<file path="src/rtl/serial_add_ctrl.sv">
// rtl/serial_add_ctrl.sv - bit-serial adder/subtractor built around a single full adder

// One-bit full adder; the only arithmetic element in the block.
module fullyadder (
  input  logic a,
  input  logic b,
  input  logic cin,
  output logic s,
  output logic cout
);

  assign s    = a ^ b ^ cin;
  assign cout = (a & b) | (cin & (a ^ b));

endmodule

// Accepts an operand pair, walks it LSB first through the full adder, then pulses done.
module serial_add_ctrl #(
  parameter int WIDTH = 32
) (
  input  logic             clk,
  input  logic             rst,
  input  logic             start,
  input  logic             sub,
  input  logic [WIDTH-1:0] op_a,
  input  logic [WIDTH-1:0] op_b,
  output logic             busy,
  output logic             done,
  output logic [WIDTH-1:0] result,
  output logic             carry_out,
  output logic             overflow
);

  localparam int CW = $clog2(WIDTH);

  typedef enum logic [1:0] {
    IDLE = 2'd0,
    RUN  = 2'd1,
    DONE = 2'd2
  } state_t;

  state_t state;
  state_t state_nxt;

  logic [WIDTH-1:0] a_reg;
  logic [WIDTH-1:0] b_reg;
  logic [WIDTH-1:0] sum_sr;
  logic [CW-1:0]    cnt;
  logic             carry_q;
  logic             fa_s;
  logic             fa_co;
  logic             last_bit;

  // Subtraction arrives here already as A + ~B + 1, so the adder never knows the mode.
  fullyadder u_fa (
    .a    (a_reg[cnt]),
    .b    (b_reg[cnt]),
    .cin  (carry_q),
    .s    (fa_s),
    .cout (fa_co)
  );

  assign last_bit = (cnt == CW'(WIDTH - 1));
  assign busy     = (state == RUN);
  assign done     = (state == DONE);

  // State register; reset wins over everything else.
  always_ff @(posedge clk) begin
    if (rst) begin
      state <= IDLE;
    end else begin
      state <= state_nxt;
    end
  end

  // Next-state logic; start only matters in IDLE, DONE always falls back to IDLE.
  always_comb begin
    state_nxt = state;
    case (state)
      IDLE:    if (start) state_nxt = RUN;
      RUN:     if (last_bit) state_nxt = DONE;
      DONE:    state_nxt = IDLE;
      default: state_nxt = IDLE;
    endcase
  end

  // Datapath: latch operands on accept, shift one sum bit per RUN cycle, publish on the last bit.
  always_ff @(posedge clk) begin
    if (rst) begin
      a_reg     <= '0;
      b_reg     <= '0;
      sum_sr    <= '0;
      cnt       <= '0;
      carry_q   <= 1'b0;
      result    <= '0;
      carry_out <= 1'b0;
      overflow  <= 1'b0;
    end else begin
      case (state)
        IDLE: begin
          if (start) begin
            a_reg   <= op_a;
            b_reg   <= sub ? ~op_b : op_b;
            carry_q <= sub;
            cnt     <= '0;
          end
        end
        RUN: begin
          // Bits enter at the top and move down, so bit 0 lands in place after WIDTH shifts.
          sum_sr  <= {fa_s, sum_sr[WIDTH-1:1]};
          carry_q <= fa_co;
          cnt     <= cnt + CW'(1);
          if (last_bit) begin
            // result is only touched here, hiding the partial shift contents during RUN.
            result    <= {fa_s, sum_sr[WIDTH-1:1]};
            carry_out <= fa_co;
            // carry_q currently holds the carry into the MSB.
            overflow  <= carry_q ^ fa_co;
          end
        end
        default: begin
        end
      endcase
    end
  end

endmodule

</file>
<file path="config.mk">
export PLATFORM = sky130hd
export DESIGN_NAME = serial_add_ctrl
export DESIGN_NICKNAME = d
export VERILOG_FILES = /design/src/rtl/serial_add_ctrl.sv
export SDC_FILE = /design/constraint.sdc
export NUM_CORES = 1
export LEC_CHECK = 0
export BUFFER_PORTS_ARGS = -buffer_cell sky130_fd_sc_hd__buf_2
export CORE_MARGIN = 2
export CORE_UTILIZATION = 50
export DETAILED_ROUTE_END_ITERATION = 12
export PLACE_DENSITY = 0.78
export SYNTH_ARGS = -nofsm -noshare
export SYNTH_HDL_FRONTEND = slang
export SYNTH_SLANG_ARGS = --single-unit
</file>
<file path="constraint.sdc">
create_clock -name clk -period 2.3 [get_ports clk]
set_input_delay 0.345 -clock clk [delete_from_list [all_inputs] [get_ports clk]]
set_output_delay 0.345 -clock clk [all_outputs]
set_load 0.005 [all_outputs]
</file>
Word level (Yosys, flattened, before mapping)
Index checks and enable logic that the tools add are counted.

Bits in registers: 138. Word-level logic and storage cells: 41.

Muxes and demuxes: 12. Bitwise logic cells: 7. Add/subtract/negate cells: 1. $lt $le $gt $ge: 1. Reduce and logical (&&, ||, !) cells: 6. Equal/unequal tests: 5.

Operators with widths (count): $mux 32 (1); $not 32->32 (1); $bmux 1 s5 (2); $pmux 5 s2 (1); $reduce_and 2->1 (4); $lt 5x6->1 const B (1); $add 5x1->5 const B (1); $eq 5x5->1 const B (1); $mux 5 (1); $mux 2 (2); $pmux 2 s2 (1); $mux 1 (3); $xor 1x1->1 (3); $and 1x1->1 (2); $eq 2x1->1 const B (1); $eq 2x2->1 const B (1); $logic_not 2->1 (1); $ne 2x1->1 const B (1); $ne 2x2->1 const B (1); $pmux 1 s2 (1); $reduce_bool 2->1 (1); $or 1x1->1 (1).

Longest topological paths before layout
Gate-level depths: netlist (run 1).

Depth in word-level cells: 6. Mapped depth: 10.

Cells and area by module
From an unflattened synthesis (run 1), not the netlist that was laid out.

Cell total of the unflattened synthesis: 683. Area, all modules: 5706.7 um2.

By module, submodules not included: serial_add_ctrl (times used 1, area an instance 5686.7 um2, sequential area each 2742.6 um2, cells an instance 682); fullyadder (times used 1, area an instance 20.0 um2, sequential area each 0.0 um2, cells an instance 1).

Least setup slack after synthesis (run 1)
No wires, ideal clock.

Kind: flip-flop to flip-flop. From: register cnt[1]. To: register overflow. Data required time: 2.214 ns. Library setup time: 0.086 ns. Stages on the path, launching flop included: 11. Setup slack: 0.145 ns. Arrival time: 2.069 ns. Path buffers: 3. Cell sequence: dfxtp_1 buf_6 buf_12 buf_6 mux2i_1 a22oi_1 a31oi_1 o311ai_1 fa_1 xnor2_1 a211oi_1.

Longest elaborated chain between the ends: 6. Elaborated cells on any way between the ends: 11. Classes of those cells: 1 x eq/ne; 4 x mux; 5 x bitwise; 1 x reduce/logical.

Ends and longest elaborated chain: from (decl) (RTL line 48) `logic [CW-1:0] cnt;`; from (signal assigned) (RTL line 112) `cnt <= cnt + CW'(1);`; $bmux 1 s5, on equally long branches (RTL line 56, 57); $mux 1, on equally long branches (RTL line 56, 57); $xor 1x1->1 (RTL line 13) `assign cout = (a & b) | (cin & (a ^ b));`; $and 1x1->1 (RTL line 13); $or 1x1->1 * (RTL line 13); named net fa_co (RTL line 51) `logic fa_co;`; $xor 1x1->1 * (RTL line 118) `overflow <= carry_q ^ fa_co;`; to (signal assigned) (RTL line 118); to (decl) (RTL line 31) `output logic overflow`.

Mark *: on every way through the listed nets, which the timed path passes. The rest lies on a longest branch. The select of a mux whose other input is x is not followed. A chain may end at the register's enable or synchronous reset.

Worst setup path in the final report (run 1)
Ends and elaborated chain as after synthesis.

==> reports/results.ini, run 1 <==
[run_status]
status=finished, final reports clean

[detailed_routing]
drt_iter0_drc=222
via_count=4843
drt_pass1_iterations=5
postRouteAntennaNets=0
drc_errors=0
routed_wl_um=12900
wl_per_cell_um=14.0
viasPerCell=5.25

[logic_synthesis]
syn_inst=683
ys_seq_area_share_pct=47.9
yosysWarnings=0
synth_top_area_share_pct=47.9
netlist_area_um2=5720
ys_seq_elements=137
yosysUniqueCellTypes=30
synth_fp_nets=754
yosys-top-cells-area=dfxtp_1, nand2_1, a21oi_1
yosysTopAreaCell=dfxtp_1
avgSynthCellArea_um2=8.38

[global_route]
top_usage_layer=met2
grt_util_all_layers_pct=20.6
grt_use_met1_pct=25.8
grt_pass1_vias=4626
grt_max_degree=66
use_met2_pct=34.4
grt_antenna_before_repair=1
grt.met3_usage_pct=4.70
grt-ovfl-total=0
grt_pass1_wl_um=21100

[sta]
finalHoldViolCount=0
report.final.slew_viol_count=0
setup_viol=0
worst_clock_skew_ns=0.00614
slew_headroom_pct=56.8
rsz0062_at_grt=yes
min_period_over_period_pct=97.6
worstMarginPinSlew_ns=0.646
fin_crit_ns=2.25
setup_slack_ns=0.0545
fmax_ghz=0.445

[worst_hold_path]
hp-class=in -> reg

[floorplanning]
die_y_um=111
core_area_um2=11300
ios=104
row_count=39
dieArea_um2=12300
start_util_pct=50.8
dieWidth_um=111

[pwr]
ir_drop_mv=0.441
p_leak_nw=2.63
p_per_area_nw_per_um2=803
power.total_mw=5.58

[cells_and_area]
fin_util_pct=61.6
fin_nets=841
final_cell_area_um2=6950
syn2layout_area_growth_pct=21.4
drive_above_1_share_pct=22.5

[critical_path]
end_kind=register
cp_slowest_cell=fa_2
crit_family=compound AO/OA/AOI/OAI gates
worst-path-buf-inv=1
arrival_ns=2.57
criticalPathCategory=reg -> reg
start_kind=register
cp_cell_sequence=buf_12, mux2i_1, a22oi_1, and4b_1, a31oi_1, o311ai_2, fa_2, xnor2_1, a211oi_1
crit_required_ns=2.62
worst-path-max-fanout=8
critPathMaxStageDelay_ns=0.41

[placed_design]
place_congestion=0.943
post_dp_cell_area_um2=6290
dp_slack_ns=0.0241
dp_hpwl_um=8710
port_buffers=103

[clocking]
cts_tree=built
cts_buffers=17
ctsRootBufferMaster=clkbuf_16
clk_pin_slew_worst_paths_ns=0.05
cts.htree.levels=4
clockBufferDepth=2
insertion_delay_ns=0.41
cts.sinks=137

[flow_run]
drv_cap=0

==> layout make-up <==
cell class	instances	area, um2
Fill cell	945	4330
Sequential cell	137	2750
Multi-Input combinational cell	489	2730
Timing Repair Buffer	124	743
Clock buffer	25	505
Tap cell	143	179
Clock inverter	3	40.0
Inverter	1	3.75
Antenna cell	1	2.50
==> kinds of logic after synthesis <==
| family | Yosys count | synth area share (%) |
|---|---|---|
| simple gates | 262 | 18.1 |
| compound gates | 159 | 17.2 |
| flops | 137 | 47.9 |
| buf+inv | 57 | 5.29 |
| xor+xnor | 33 | 5.05 |
| mux | 32 | 5.60 |
| fa+ha+maj | 3 | 0.787 |
==> cell usage after synthesis, drive strengths merged <==
master,count
a211oi,33
a21oi,105
a22oi,15
a31oi,2
and2,3
and3,1
and4b,2
buf,34
clkbuf,22
dfxtp,137
fa,1
ha,2
inv,1
mux2i,32
nand2,202
nand2b,1
nand3,3
nand3b,1
nand4b,2
nor2,44
nor2b,3
o21ai,2
o311ai,2
xnor2,33
==> cells in the final DEF (no fill, tap or decap), types with 2 or more instances in the layout <==
master / netlist / final
buf_12: 1 / 4
o21ai_1: 2 / 2
nand2_2: 1 / 2
clkinv_2: 0 / 2
nor2b_2: 0 / 2
nand4b_1: 2 / 2
a31oi_1: 2 / 2
nor2_1: 44 / 44
clkbuf_1: 22 / 3
mux2i_1: 32 / 30
xnor2_1: 33 / 33
dfxtp_1: 137 / 136
ha_1: 2 / 2
o311ai_2: 0 / 2
a211oi_2: 12 / 12
nand3_1: 3 / 3
buf_4: 1 / 17
a21oi_1: 105 / 104
a22oi_1: 15 / 15
and4b_1: 2 / 2
clkbuf_8: 0 / 5
buf_2: 25 / 102
nand2_1: 201 / 200
clkbuf_16: 0 / 18
a211oi_1: 21 / 21
==> path summary, 6_finish.rpt <==
check	slack (ns)	cells after the start	to	startpoint
hold reg to reg	0.45	2	result[6]	result[6]
hold / removal	0.18	3	a_reg[31]	op_a[31]
setup reg to reg	0.05	9	overflow	cnt[1]
setup / recovery	0.05	9	overflow	cnt[1]
==> tightest hold or removal path: cells and delay by family <==
family	cells	cell delay, ns
buffers and inverters	1	0.10
AO/OA/AOI/OAI	1	0.05
AND/OR/NAND/NOR	1	0.04
==> what timing repair did <==
action / in CTS / in global routing
resized for setup: 0 / 12
buffers inserted: 0 / 4
hold buffers: 0 / 0
setup endpoints to repair: 0 / 5
==> per-layer routing <==
layer | up-vias | wire, um
met5 | - | 0
met4 | 0 | 318
met3 | 25 | 629
met2 | 127 | 6350
met1 | 2238 | 5640
li1 | 2453 | -
==> through the flow <==
| step | hold WS (ns) | setup TNS [ns] | cells |
|---|---|---|---|
| 3_3_place_gp | 0.442 | 0 | 889 |
| 2_1_floorplan | 0.432 | 0 | 683 |
| 5_1_grt | 0.177 | -0.349 | 923 |
| 4_1_cts | 0.172 | 0 | 917 |
| 6_report | 0.178 | 0 | 923 |
| 3_5_place_dp | 0.445 | 0 | 889 |
==> report_power, final <==
group,total [mW],switching (mW),internal (mW)
Clock,2.51,0.905,1.60
Combinational,0.539,0.309,0.230
Sequential,2.53,0.0628,2.47
Total,5.58,1.28,4.30
No activity file was read; power rests on OpenSTA's default activity.
==> run 2, diff against run 1 <==
- REMOVE_ABC_BUFFERS: unset -> 1
==> run 2 against run 1 <==
Net effect: sequential share of layout area is 0.82 points lower; non-clock buffer count is 6 higher; critical endpoint is now carry_q; critical path type unchanged; via count is 1.8% higher; utilization is 1.4 points higher; critical path depth stayed put; highest routed layer unchanged; flip-flop and latch count stayed put; maximum frequency is 1.5% higher; die area stayed put; register-to-register slack better by 0.03 ns.
==> reports/results.ini, run 2 (synthesis gave the netlist of run 1 again) <==
[critical_path]
start_kind=register
rrSetupSlack_ns=0.09  ; +0.03 ns
worst-path-max-fanout=4  ; -4
criticalPathCategory=reg -> reg
arrival_ns=2.48  ; -0.09 ns
end_kind=register
crit_required_ns=2.57  ; -0.05 ns

[sta]
finalHoldViolCount=0  ; unchanged
slew_headroom_pct=59.6  ; +2.7 points
min_period_over_period_pct=96.2  ; -1.4 points
worst_clock_skew_ns=0.0157  ; +0.00957 ns
worst_hold_slack_ns=0.170  ; -0.00739 ns
fmax_ghz=0.452  ; +1.5%
worstMarginPinSlew_ns=0.607  ; -0.0389 ns
setup_viol=0  ; unchanged
report.final.slew_viol_count=0  ; unchanged
fin_crit_ns=2.21  ; -0.0321 ns

[floorplanning]
dieArea_um2=12300  ; unchanged
core_area_um2=11300  ; unchanged
start_util_pct=50.8  ; unchanged
ios=104  ; unchanged
die_y_um=111  ; unchanged
dieWidth_um=111  ; unchanged
row_count=39  ; unchanged

[cells_and_area]
fill_cells=927  ; -1.9%
final_common_cell=nand2_1
final_cell_area_um2=7100  ; +2.2%
fin_util_pct=63.0  ; +1.4 points
drive_above_1_share_pct=23.2  ; +0.76 points
final_cell_mix=nand2_1, dfxtp_1, a21oi_1, buf_2, nor2_1
syn2layout_area_growth_pct=24.1
final_cells=931  ; +0.87%
fin_nets=847  ; +0.71%
n_antenna_cell=0  ; -1

[clocking]
cts.sinks=137  ; unchanged
clockBufferDepth=2  ; unchanged
cts_tree=built
ctsRootBufferMaster=clkbuf_16
hold_buffers=0  ; unchanged
cts_buffers=17  ; unchanged
clk_pin_slew_worst_paths_ns=0.06  ; about the same
insertion_delay_ns=0.41  ; about the same
cts.htree.levels=4  ; unchanged

[detailed_routing]
routed_wl_um=12900  ; -0.11%
via_count=4931  ; +1.8%
drt_pass1_iterations=5  ; unchanged
drt_iter0_drc=344  ; +55%
drc_errors=0  ; unchanged
viasPerCell=5.30  ; +0.94%
postRouteAntennaNets=0  ; unchanged
wl_per_cell_um=13.9  ; -0.97%

[worst_hold_path]
hp-class=in -> reg

[global_route]
grt_pass1_vias=4648  ; +0.48%
grt_pass1_wl_um=21100  ; +0.23%
grt_max_degree=57  ; -14%
grt-ovfl-total=0  ; unchanged
grt_util_all_layers_pct=20.6  ; -0.028 points
grt_antenna_before_repair=0  ; -1

[flow_run]
drv_cap=0  ; unchanged

[pwr]
ir_drop_mv=0.595  ; +35%
p_leak_nw=2.70  ; +2.9%
p_per_area_nw_per_um2=855  ; +6.4%

[placed_design]
dp.cells=893  ; +0.45%
dp_hpwl_um=8380  ; -3.8%
post_dp_cell_area_um2=6340  ; +0.68%
place_congestion=0.806  ; -15%
port_buffers=103  ; unchanged

[run_status]
status=finished, final reports clean

[run 2: cell count changes in the layout (fill, tap and decap cells not counted), sizes merged]
cell	change
inv	+2
buf	+6
diode	-1
clkinv	+1
bufinv	+4
clkbuf	-4
[run 2: report_power, final]
part | internal [mW] | leakage, nW | switching, mW
sequential | 2.47 | 1.12 | 0.0611
combinational | 0.234 | 1.27 | 0.305
clock | 1.99 | 0.318 | 1.01
total | 4.69 | 2.70 | 1.38
[run 2: final timing paths]
path,startpoint,end,cells past startpoint
max,cnt[1],carry_q,9
max reg2reg,cnt[1],carry_q,9
min reg2reg,result[7],result[7],2
min,op_a[1],a_reg[1],3
[run 2: timing repair]
item / 4_1_cts / 5_1_grt
buffers inserted: 0 / 6
cloned: 0 / 1
endpoints found under the setup margin: 2 / 4
resized for setup: 1 / 10
pin swaps: 0 / 5
[run 2: area by class of cell]
cell class	count	area [um2]	share of cell area, %
Sequential cell	137	2750	38.7
Multi-Input combinational cell	489	2710	38.2
Timing Repair Buffer	130	805	11.3
Clock buffer	21	460	6.49
Clock inverter	10	190	2.68
Tap cell	143	179	2.52
Inverter	1	3.75	0.0529
[run 2: critical path: stages (launching register included)]
cell	delay, ns
dfxtp_4	0.39
buf_6	0.12
mux2i_1	0.19
a22oi_1	0.10
and4b_1	0.21
a31oi_2	0.21
o311ai_4	0.15
fa_2	0.44
a22oi_1	0.19
a21oi_1	0.08
[run 2: metal layers]
metal	GRT usage, %	vias up	wire length [um]
li1	-	2474	-
met1	25.9	2287	5620
met2	35.7	150	6530
met3	4.16	20	628
met4	6.25	0	158
met5	0	-	0
[run 2: per-stage QoR]
step	TNS, ns	setup slack [ns]	power, mW
after floorplan	-50.73	-0.752	2.87
after global placement	0	0.0656	3.08
after detailed placement	-0.0426	-0.0242	3.10
after CTS	0	0.0271	6.08
after global routing	-0.0107	-0.0107	6.26
final	0	0.0866	6.07
